`src/rtl/haar_stage_evaluator.sv`:
```
// Haar cascade stage evaluator: walks one stage record, selects a leaf per classifier and thresholds the sum.
// Optional stream-alignment checking is compiled in with `define HAAR_STAGE_ERROR_CHECK_EN.
module haar_stage_evaluator #(
    parameter int DATA_WIDTH_12            = 12,
    parameter int NUM_CLASSIFIERS_STAGE    = 10,
    parameter int NUM_PARAM_PER_CLASSIFIER = 19,
    parameter int NUM_STAGE_THRESHOLD      = 3,
    parameter int ACC_WIDTH                = 16
) (
    input  logic                     clk,
    input  logic                     reset,
    input  logic                     i_valid,
    input  logic [DATA_WIDTH_12-1:0] i_data,
    input  logic                     i_end_database,
    input  logic [DATA_WIDTH_12-1:0] i_feature_value,
    output logic                     o_busy,
    output logic                     o_done,
    output logic                     o_pass,
    output logic [ACC_WIDTH-1:0]     o_sum,
    output logic [DATA_WIDTH_12-1:0] o_index_classifier,
    output logic                     o_error
);
    localparam int WORD_W = (NUM_PARAM_PER_CLASSIFIER > 1) ? $clog2(NUM_PARAM_PER_CLASSIFIER) : 1;
    localparam int THR_W  = (NUM_STAGE_THRESHOLD > 1) ? $clog2(NUM_STAGE_THRESHOLD) : 1;

    localparam logic [WORD_W-1:0]        W_NODE   = WORD_W'(NUM_PARAM_PER_CLASSIFIER - 3);
    localparam logic [WORD_W-1:0]        W_LEFT   = WORD_W'(NUM_PARAM_PER_CLASSIFIER - 2);
    localparam logic [WORD_W-1:0]        W_RIGHT  = WORD_W'(NUM_PARAM_PER_CLASSIFIER - 1);
    localparam logic [THR_W-1:0]         THR_LAST = THR_W'(NUM_STAGE_THRESHOLD - 1);
    localparam logic [DATA_WIDTH_12-1:0] CLS_LAST = DATA_WIDTH_12'(NUM_CLASSIFIERS_STAGE - 1);

    typedef enum logic [1:0] {
        S_IDLE,
        S_CLASSIFIER,
        S_STAGE_THR,
        S_RESULT
    } state_t;

    state_t                   state_reg;
    logic [WORD_W-1:0]        word_reg;
    logic [THR_W-1:0]         thr_cnt_reg;
    logic [DATA_WIDTH_12-1:0] node_thr_reg;
    logic [DATA_WIDTH_12-1:0] left_reg;
    logic [DATA_WIDTH_12-1:0] stage_thr_reg;
    logic [ACC_WIDTH-1:0]     acc_reg;

    // The right leaf is never stored: it is the word on the bus when the sum is updated.
    logic [DATA_WIDTH_12-1:0] leaf_sel;
    logic [ACC_WIDTH:0]       acc_wide;
    logic [ACC_WIDTH-1:0]     acc_sat;

    assign leaf_sel = (i_feature_value < node_thr_reg) ? left_reg : i_data;
    assign acc_wide = {1'b0, acc_reg} + (ACC_WIDTH + 1)'(leaf_sel);
    assign acc_sat  = acc_wide[ACC_WIDTH] ? {ACC_WIDTH{1'b1}} : acc_wide[ACC_WIDTH-1:0];
    assign o_busy   = (state_reg == S_CLASSIFIER) || (state_reg == S_STAGE_THR);

    always_ff @(posedge clk) begin
        if (!reset) begin
            state_reg          <= S_IDLE;
            word_reg           <= '0;
            thr_cnt_reg        <= '0;
            node_thr_reg       <= '0;
            left_reg           <= '0;
            stage_thr_reg      <= '0;
            acc_reg            <= '0;
            o_done             <= 1'b0;
            o_pass             <= 1'b0;
            o_sum              <= '0;
            o_index_classifier <= '0;
        end else begin
            o_done <= 1'b0;
            case (state_reg)
                S_IDLE: begin
                    if (i_valid) begin
                        state_reg          <= S_CLASSIFIER;
                        word_reg           <= WORD_W'(1);
                        acc_reg            <= '0;
                        o_index_classifier <= '0;
                    end
                end
                S_CLASSIFIER: begin
                    if (i_valid) begin
                        if (word_reg == W_NODE)
                            node_thr_reg <= i_data;
                        if (word_reg == W_LEFT)
                            left_reg <= i_data;
                        if (word_reg == W_RIGHT) begin
                            acc_reg            <= acc_sat;
                            word_reg           <= '0;
                            o_index_classifier <= o_index_classifier + DATA_WIDTH_12'(1);
                            if (o_index_classifier == CLS_LAST) begin
                                state_reg   <= S_STAGE_THR;
                                thr_cnt_reg <= '0;
                            end
                        end else begin
                            word_reg <= word_reg + WORD_W'(1);
                        end
                    end
                end
                S_STAGE_THR: begin
                    if (i_valid) begin
                        if (thr_cnt_reg == '0)
                            stage_thr_reg <= i_data;
                        if (thr_cnt_reg == THR_LAST)
                            state_reg <= S_RESULT;
                        else
                            thr_cnt_reg <= thr_cnt_reg + THR_W'(1);
                    end
                end
                S_RESULT: begin
                    o_done    <= 1'b1;
                    o_pass    <= (acc_reg >= ACC_WIDTH'(stage_thr_reg));
                    o_sum     <= acc_reg;
                    state_reg <= S_IDLE;
                end
                default: state_reg <= S_IDLE;
            endcase
        end
    end

`ifdef HAAR_STAGE_ERROR_CHECK_EN
    logic error_reg;
    logic final_word;

    // The end marker must coincide exactly with the last stage-threshold word.
    assign final_word = (state_reg == S_STAGE_THR) && (thr_cnt_reg == THR_LAST);

    always_ff @(posedge clk) begin
        if (!reset)
            error_reg <= 1'b0;
        else if (i_valid && (state_reg != S_RESULT) && (i_end_database != final_word))
            error_reg <= 1'b1;
    end

    assign o_error = error_reg;
`else
    logic unused_end_database;
    assign unused_end_database = i_end_database;
    assign o_error             = 1'b0;
`endif

endmodule
```
`config.mk`:
```
export PLATFORM = sky130hd
export DESIGN_NAME = haar_stage_evaluator
export DESIGN_NICKNAME = d
export VERILOG_FILES = /design/src/rtl/haar_stage_evaluator.sv
export SDC_FILE = /design/constraint.sdc
export NUM_CORES = 1
export LEC_CHECK = 0
export BUFFER_PORTS_ARGS = -buffer_cell sky130_fd_sc_hd__clkbuf_2
export CAP_MARGIN = 20
export CORE_ASPECT_RATIO = 1.2
export CORE_UTILIZATION = 32
export CTS_BUF_LIST = sky130_fd_sc_hd__clkbuf_16
export CTS_CLUSTER_SIZE = 12
export DETAILED_ROUTE_END_ITERATION = 7
export PLACE_DENSITY_LB_ADDON = 0.12
export SYNTH_ARGS = -nofsm -noshare
export SYNTH_HDL_FRONTEND = slang
export SYNTH_SLANG_ARGS = --single-unit
export TNS_END_PERCENT = 30
```
`constraint.sdc`:
```
create_clock -name clk -period 4.1 [get_ports clk]
set_input_delay 0.205 -clock clk [delete_from_list [all_inputs] [get_ports clk]]
set_output_delay 0.205 -clock clk [all_outputs]
set_load 0.02 [all_outputs]
```
==> summary by stage, run 1 <==
Drt
For this run, design rule violations remaining after detail routing come to 0. Wires add up to approximately 12 mm. The wire length per cell is roughly 14 µm. After detailed routing, the number of vias per cell comes to roughly 4.8. The detailed router placed approximately 4100 vias in this run. The first TritonRoute pass finished after 4 iterations. In this run the remaining antenna-violating nets after routing total 0. After the first detailed-routing iteration, the DRC count stood at 145.

Synthesis
Summed over all instances, the cell type with the most area after synthesis is sky130_fd_sc_hd__dfxtp_1. Of the post-synthesis cell area, the dominant cell type holds 0.358. During synthesis, Yosys emitted a total of 0 warnings. Among all cell types in the netlist, the one instantiated most often is sky130_fd_sc_hd__dfxtp_1. Of all flip-flops after synthesis, the portion carrying an async set or reset was 0. The synthesized netlist occupies a cell area of around 0.005 mm².

The post-synthesis average cell area is 8.83 µm². When the netlist entered floorplanning its net count stood at roughly 650. By count the netlist is led by 91 x sky130_fd_sc_hd__dfxtp_1, 54 x sky130_fd_sc_hd__nor2_1, 50 x sky130_fd_sc_hd__nand2_1, 48 x sky130_fd_sc_hd__ha_1, 47 x sky130_fd_sc_hd__a21oi_1. The number of instances in the synthesized netlist is approximately 580.

The count of unique library cells instantiated by Yosys is 60. The synthesized design contains 91 register bits. The top flip-flop cell by instance count after synthesis is sky130_fd_sc_hd__dfxtp_1. By area the synthesized netlist is led by sky130_fd_sc_hd__dfxtp_1 36%, sky130_fd_sc_hd__ha_1 12%, sky130_fd_sc_hd__mux2i_1 8.5%, sky130_fd_sc_hd__a21oi_1 4.6%, sky130_fd_sc_hd__nor2_1 4.0%. Yosys mapped a number of flops with a built-in enable equal to 0. The share of the Yosys chip area taken by registers is 0.358.

Layout
In the final layout, the share of cells above drive strength 1 is 0.163. The layout-stage area growth over the synthesis result is 16.4%. The number of antenna diodes in the final layout is 0. The number of nets in the layout is 706.

The finished layout holds 840 standard cells, fillers aside.

Clock tree
The clock buffer count from CTS is 9. CTS saw 91 sinks. The clock reaches the later pin of the worst-skew pair after around 0.34 ns.

For this design, the CTS-stage hold fixing added 0 buffers. The buffer count from post-CTS setup fixing is 0. The clock tree synthesis step divided the H-tree into 3 levels.

The clock passes through at most 2 buffers. The clock slew seen by the registers of the worst setup and hold paths is around 0.060 ns. In this run the clock root is driven by a sky130_fd_sc_hd__clkbuf_16.

TritonCTS built the clock tree.

STA
In this run the tightest slew margin relative to its limit is 0.488. Derived from the worst setup path, the maximum achievable clock frequency is about 0.26 GHz. Setup violations remaining at the end of the flow were counted as 0. Setup repair after global routing left no endpoint under its margin. The actual slew at the worst max-slew pin is between 0.7 and 0.8 ns.

After routing, the total negative slack on setup checks comes to 0 ns. The final count of pins violating max slew was 0. Across the routed clock network, the largest skew measured is between 0.005 and 0.006 ns. In the finished design, the share of the clock period the worst path needs comes to 0.950. The number of hold violations in the final report is 0. The post-layout minimum cycle time is just under 4 ns.

Floorplan
60 I/O pins were placed. The height of the die is about 140 µm. The floorplan step defined a die boundary enclosing approximately 0.016 mm².

The region available for standard cell placement spans between 0.015 and 0.02 mm². The initial utilization of the core area, before any placement, comes to 0.327. The number of core rows is 50. The overall die width is approximately 120 µm.

Hold path
The type of the most critical hold path is input port to flip-flop.

Worst setup path
In this run the worst path has a maximum fanout of 13. The required time at the endpoint of the critical path is 4.36 ns. The class of the most critical setup path is flip-flop to flip-flop.

Data on the critical path arrives at its endpoint at between 4 and 5 ns. The kind of launch point of the worst setup path is a flip-flop. The worst setup path is captured at a flip-flop.

Job
Max-cap violations in this run came to 0.

GRT
The total overflow left after global routing is 0. The global-route wire length before repair is 19.7 mm. The number of antenna violations at the first check in global routing is 0.

Entering global routing, the biggest net connects between 40 and 50 pins. The via count of the first global-routing pass is between 3000 and 4000. Across every metal layer, demand over resource in global routing totals 0.156.

Power
The analysis attributes to cell leakage a power of between 2 and 2.5 nW. The power per cell area is approximately 370 mW/mm². Across the VDD grid, the largest voltage drop is about 200 µV.

Placed design
The sum of net half-perimeters after detailed placement is approximately 9.1 mm. In this run the tool buffered the top-level ports with 57 buffer cells. Including well taps, the total number of placed cells is 825. The global placement routability congestion is roughly 0.81.

Outcome
The flow ran to the end, and the final reports show no timing, DRC or antenna violations.
critical path, cell delays in order, from the launching register on:
cell                       delay, ns
sky130_fd_sc_hd__dfxtp_1        0.33
sky130_fd_sc_hd__inv_1          0.05
sky130_fd_sc_hd__ha_1           0.29
sky130_fd_sc_hd__a21oi_1        0.15
sky130_fd_sc_hd__nor2b_1        0.06
sky130_fd_sc_hd__o211ai_1       0.16
sky130_fd_sc_hd__a21oi_1        0.08
sky130_fd_sc_hd__or4_1          0.53
sky130_fd_sc_hd__buf_6          0.19
sky130_fd_sc_hd__mux2_4         0.31
sky130_fd_sc_hd__ha_1           0.36
sky130_fd_sc_hd__a21o_1         0.21
sky130_fd_sc_hd__a21oi_1        0.26
sky130_fd_sc_hd__nand2_2        0.13
sky130_fd_sc_hd__a221oi_2       0.29
sky130_fd_sc_hd__xor2_1         0.12
sky130_fd_sc_hd__a311oi_2       0.27
through the flow:
step	hold slack [ns]	setup slack (ns)	total power, W	instance area (µm²)	utilization
after floorplan	0.341	0.293	0.00130	5090	-
after global placement	0.445	0.158	0.00142	5580	0.358
after detailed placement	0.449	0.115	0.00143	5580	0.358
after CTS	0.111	0.0942	0.00224	5860	0.376
after global routing	0.131	0.00866	0.00232	5920	0.380
final	0.122	0.204	0.00220	5920	0.380
cells in the final DEF (no fill, tap or decap), types with 2 or more instances in the layout:
master                       n
sky130_fd_sc_hd__nand2b_1    4
sky130_fd_sc_hd__clkbuf_16   9
sky130_fd_sc_hd__dfxtp_1    91
sky130_fd_sc_hd__ha_1       48
sky130_fd_sc_hd__nor2_1     54
sky130_fd_sc_hd__mux2i_1    43
sky130_fd_sc_hd__nand4b_1    2
sky130_fd_sc_hd__a211oi_1    2
sky130_fd_sc_hd__a221oi_2    2
sky130_fd_sc_hd__a31oi_1     2
sky130_fd_sc_hd__and3_1     10
sky130_fd_sc_hd__mux2_2      3
sky130_fd_sc_hd__xnor2_1     7
sky130_fd_sc_hd__nand3_1    14
sky130_fd_sc_hd__or3_1       5
sky130_fd_sc_hd__o22ai_1     2
sky130_fd_sc_hd__xor2_1     11
sky130_fd_sc_hd__a21boi_0    3
sky130_fd_sc_hd__a21oi_2     2
sky130_fd_sc_hd__o21bai_1    3
sky130_fd_sc_hd__buf_4       7
sky130_fd_sc_hd__nor2b_1    18
sky130_fd_sc_hd__nand4_1     9
sky130_fd_sc_hd__nor3_1      4
sky130_fd_sc_hd__a311oi_1    3
sky130_fd_sc_hd__and2_1      8
sky130_fd_sc_hd__nor4_1      4
sky130_fd_sc_hd__nand2_1    49
sky130_fd_sc_hd__or4_1       2
sky130_fd_sc_hd__a21o_1     10
sky130_fd_sc_hd__mux2_4      9
sky130_fd_sc_hd__clkbuf_2   57
sky130_fd_sc_hd__inv_1      40
sky130_fd_sc_hd__a21oi_1    46
sky130_fd_sc_hd__o21ai_0    16
sky130_fd_sc_hd__o211ai_1    3
repair_timing:
| item | in CTS | in global routing |
|---|---|---|
| resized for setup | 0 | 9 |
| hold endpoints to repair | 0 | 0 |
| setup endpoints to repair | 0 | 14 |
cell type report:
class	instances	area, µm²
multi-input cells	422	3050
clock inverters	5	48.8
well taps	208	260
fillers	1602	9650
flip-flops and latches	91	1820
repair buffers	66	377
inverters	39	146
clock buffers	9	225
metal layers:
metal / vias up / share of wire / GRT usage
met5: - / 0 / 0
met4: 0 / 0.021 / 0.0646
met3: 17 / 0.040 / 0.0350
met2: 75 / 0.46 / 0.254
met1: 1852 / 0.47 / 0.196
li1: 2115 / - / -
worst paths after layout:
| path | from | end | slack, ns | cells after the start |
|---|---|---|---|---|
| max | node_thr_reg[5] | acc_reg[10] | 0.20 | 16 |
| min | i_data[6] | stage_thr_reg[6] | 0.12 | 3 |
| max reg2reg | node_thr_reg[5] | acc_reg[10] | 0.20 | 16 |
| min reg2reg | stage_thr_reg[7] | stage_thr_reg[7] | 0.45 | 2 |
logic make-up after synthesis:
family / count (synthesis) / share of synthesized area
xor gates and xnor gates: 18 / 0.0310
and+or+nand+nor: 190 / 0.185
DFF: 91 / 0.358
muxes: 55 / 0.118
adders and majority gates: 49 / 0.122
other: 1 / 0.000737
AOI/OAI and AO/OA: 109 / 0.135
buffers and inverters: 63 / 0.0504
report_power, final:
group	internal [W]	leakage [nW]	total [W]	switching (W)
logic	0.000182	1.47	0.000479	0.000297
registers	0.000911	0.733	0.000932	0.0000213
clock network	0.000459	0.137	0.000793	0.000334
Power figures use the tool's default switching activity.
==> run 2: changes to the inputs <==
Settings changed: CELL_PAD_IN_SITES_DETAIL_PLACEMENT from default to 1, CELL_PAD_IN_SITES_GLOBAL_PLACEMENT from default to 1, CORE_ASPECT_RATIO 1.2 to 1.4.
==> run 2 against run 1 <==
  * Via count grew 3.3%
  * Non-clock buffer count shrank 2
  * Cell area grew 0.32%
==> summary by stage, run 2 (synthesis results as in run 1) <==
Outcome
The run finished with clean final reports.

STA
The worst hold-check slack is 0.126 ns (+0.00380 ns). The number of setup violations in the final report came to 0 (unchanged). The final cycle utilization of the critical path is 0.951 (about the same). The clock skew is 0.00900 ns (+0.00328 ns). The post-layout minimum cycle time is 3.90 ns (+0.00160 ns). The number of hold violations in the final report is 0 (unchanged).

The highest achievable clock rate is 0.257 GHz (about the same). The actual slew at the worst max-slew pin is 0.826 ns (+0.0580 ns). The final count of pins violating max slew is 0 (unchanged). The worst slew slack as a fraction of its limit is 0.447 (-0.0407). Setup repair after global routing left no endpoint under its margin.

GRT
The number of antenna violations at the first check in global routing was 0 (unchanged). The global-route wire length before repair was 21.7 mm (+10%). The pin count of the biggest net entering global routing is 36 (-22%). The via count of the first global-routing pass is 4365 (+10%). The all-layer global routing usage is 0.173 (+0.0172). The remaining global-route overflow is 0 (unchanged).

Clock tree
TritonCTS built the clock tree. The buffer count from post-CTS setup fixing came to 0 (unchanged). The worst-case clock buffer depth came to 2 (unchanged). The hold buffer count at CTS came to 0 (unchanged). The clock slew seen by the registers of the worst setup and hold paths is 0.07 ns (about the same). The CTS sink count was 91 (unchanged). The clock buffer count from CTS is 9 (unchanged). The clock network latency to the later pin of the worst-skew pair is 0.35 ns (about the same). The H-tree depth is 3 (unchanged). The root buffer cell chosen for the clock tree is sky130_fd_sc_hd__clkbuf_16.

Layout
The antenna diode count came to 0 (unchanged). The final cell utilization of the core was 0.382 (+0.00213). The top cell types in the final layout, fill and taps aside, are 91 x sky130_fd_sc_hd__dfxtp_1, 57 x sky130_fd_sc_hd__clkbuf_2, 54 x sky130_fd_sc_hd__nor2_1, 49 x sky130_fd_sc_hd__nand2_1, 47 x sky130_fd_sc_hd__ha_1.

The number of nets in the layout is 704 (-0.28%). The most common library cell in the layout ignoring fill and taps is sky130_fd_sc_hd__dfxtp_1. The share of layout cells above drive strength 1 is 0.174 (+0.0111).

The layout-stage area growth over the synthesis result is 16.8%. The filler-free cell count of the finished design came to 828 (-1.4%).

Placed design
The total placed cells including tap cells is 811 (-1.7%). The sum of net half-perimeters after detailed placement is 10.3 mm (+13%). The total of buffers placed on input and output ports is 57 (unchanged). The global placement routability congestion is 0.780 (-4.2%).

Power
The maximum vdd ir drop was 169 µV (-15%). The cell leakage power came to 2.33 nW (-0.35%). The power per cell area is 384 mW/mm² (+3.1%). The total chip power is 0.00228 W (+3.4%).

Drt
The wire length per cell was 16.1 µm (+13%). The post-route DRC violation count is 0 (unchanged). The detailed-route vias per instance came to 5.06 (+4.7%). The final wirelength is 13.3 mm (+12%). The violation count after the first detailed-routing iteration came to 65 (-55%).

The final antenna-violating net count was 0 (unchanged). The count of TritonRoute iterations in the first routing pass was 4 (unchanged). The routed via count came to 4191 (+3.3%).

Worst setup path
The class of the most critical setup path is flip-flop to flip-flop. In this run the critical register-to-register path is launched from node_thr_reg[5]. The cell count of the worst reg-to-reg path came to 16 (unchanged). The endpoint of the most critical setup path is acc_reg[0]. STA classifies the critical path endpoint as a flip-flop. The worst setup slack for register-to-register paths came to 0.20 ns (about the same). In this run the critical register-to-register path is captured at acc_reg[0]. The origin of the worst setup path is node_thr_reg[5]. The data arrival time of the critical path is 4.12 ns (-0.03 ns). The required time at the endpoint of the critical path is 4.32 ns (-0.04 ns). The maximum fanout along the worst path is 13 (unchanged). The kind of launch point of the worst setup path is a flip-flop.

Floorplan
The number of core rows was 54 (+8.0%). The height of the die is 151 µm (+7.9%). The overall die width was 109 µm (-7.3%). The number of I/O pins is 60 (unchanged). The initial standard-cell utilization of the core is 0.327 (+0.000789).

The die area is 0.0164 mm² (about the same). The core outline area is 0.0155 mm² (-0.24%).

Job
The number of violations of the max-capacitance limit is 0 (unchanged).

Hold path
The type of the most critical hold path is input port to flip-flop.
## run 2: layout make-up
cell class,instances,area (µm²)
Timing Repair Buffer,64,358
Sequential cell,91,1820
Clock inverter,7,75.1
Inverter,39,146
Clock buffer,9,225
Fill cell,1863,9600
Multi-Input combinational cell,422,3070
Tap cell,196,245
## run 2: metal layers
layer,up-vias,track usage,wire length (µm)
li1,2107,-,-
met1,2008,0.192,5740
met2,59,0.309,6820
met3,17,0.0340,427
met4,0,0.0858,316
met5,-,0,0
## run 2: how the worst min path moves through the flow
| stage | cells after the start | from | to | slack [ns] |
|---|---|---|---|---|
| floorplan | 2 | i_data[10] | stage_thr_reg[10] | 0.34 |
| detailed placement | 2 | stage_thr_reg[1] | stage_thr_reg[1] | 0.45 |
| CTS | 3 | i_data[2] | stage_thr_reg[2] | 0.11 |
| finish | 3 | i_data[7] | stage_thr_reg[7] | 0.13 |
| global placement | 2 | stage_thr_reg[7] | stage_thr_reg[7] | 0.44 |
| global route | 3 | i_data[6] | stage_thr_reg[6] | 0.13 |
## run 2: through the flow
step / setup TNS, ns / area (µm²) / worst slack, ns
after floorplan: 0 / 5090 / 0.293
after global placement: 0 / 5550 / 0.129
after detailed placement: -0.0119 / 5550 / -0.0119
after CTS: 0 / 5850 / 0.0104
after global routing: 0 / 5940 / 0.00830
final: 0 / 5940 / 0.202
## run 2: worst max-delay path, cell delays in order, from the launching register on
cell and delay [ns]:
sky130_fd_sc_hd__dfxtp_1 0.33, sky130_fd_sc_hd__inv_1 0.05, sky130_fd_sc_hd__ha_1 0.28, sky130_fd_sc_hd__a21oi_1 0.14, sky130_fd_sc_hd__nor2b_1 0.07, sky130_fd_sc_hd__o211ai_1 0.17, sky130_fd_sc_hd__a21oi_1 0.10, sky130_fd_sc_hd__or4_4 0.53
sky130_fd_sc_hd__buf_12 0.17, sky130_fd_sc_hd__mux2_4 0.30, sky130_fd_sc_hd__ha_1 0.36, sky130_fd_sc_hd__a21o_1 0.21, sky130_fd_sc_hd__a21oi_1 0.28, sky130_fd_sc_hd__a21oi_2 0.13, sky130_fd_sc_hd__or2_2 0.35, sky130_fd_sc_hd__a21oi_2 0.20
sky130_fd_sc_hd__o22ai_1 0.10
## run 2: report_power, final
part           switching (W)  internal (W)  leakage [nW]
sequential         0.0000221      0.000910         0.733
clock               0.000379      0.000476         0.140
combinational       0.000316      0.000177          1.46
## run 2: repair_timing
| action | 4_1_cts | 5_1_grt |
|---|---|---|
| gates resized for setup | 0 | 17 |
| endpoints found under the hold margin | 0 | 0 |
| setup endpoints to repair | 0 | 15 |
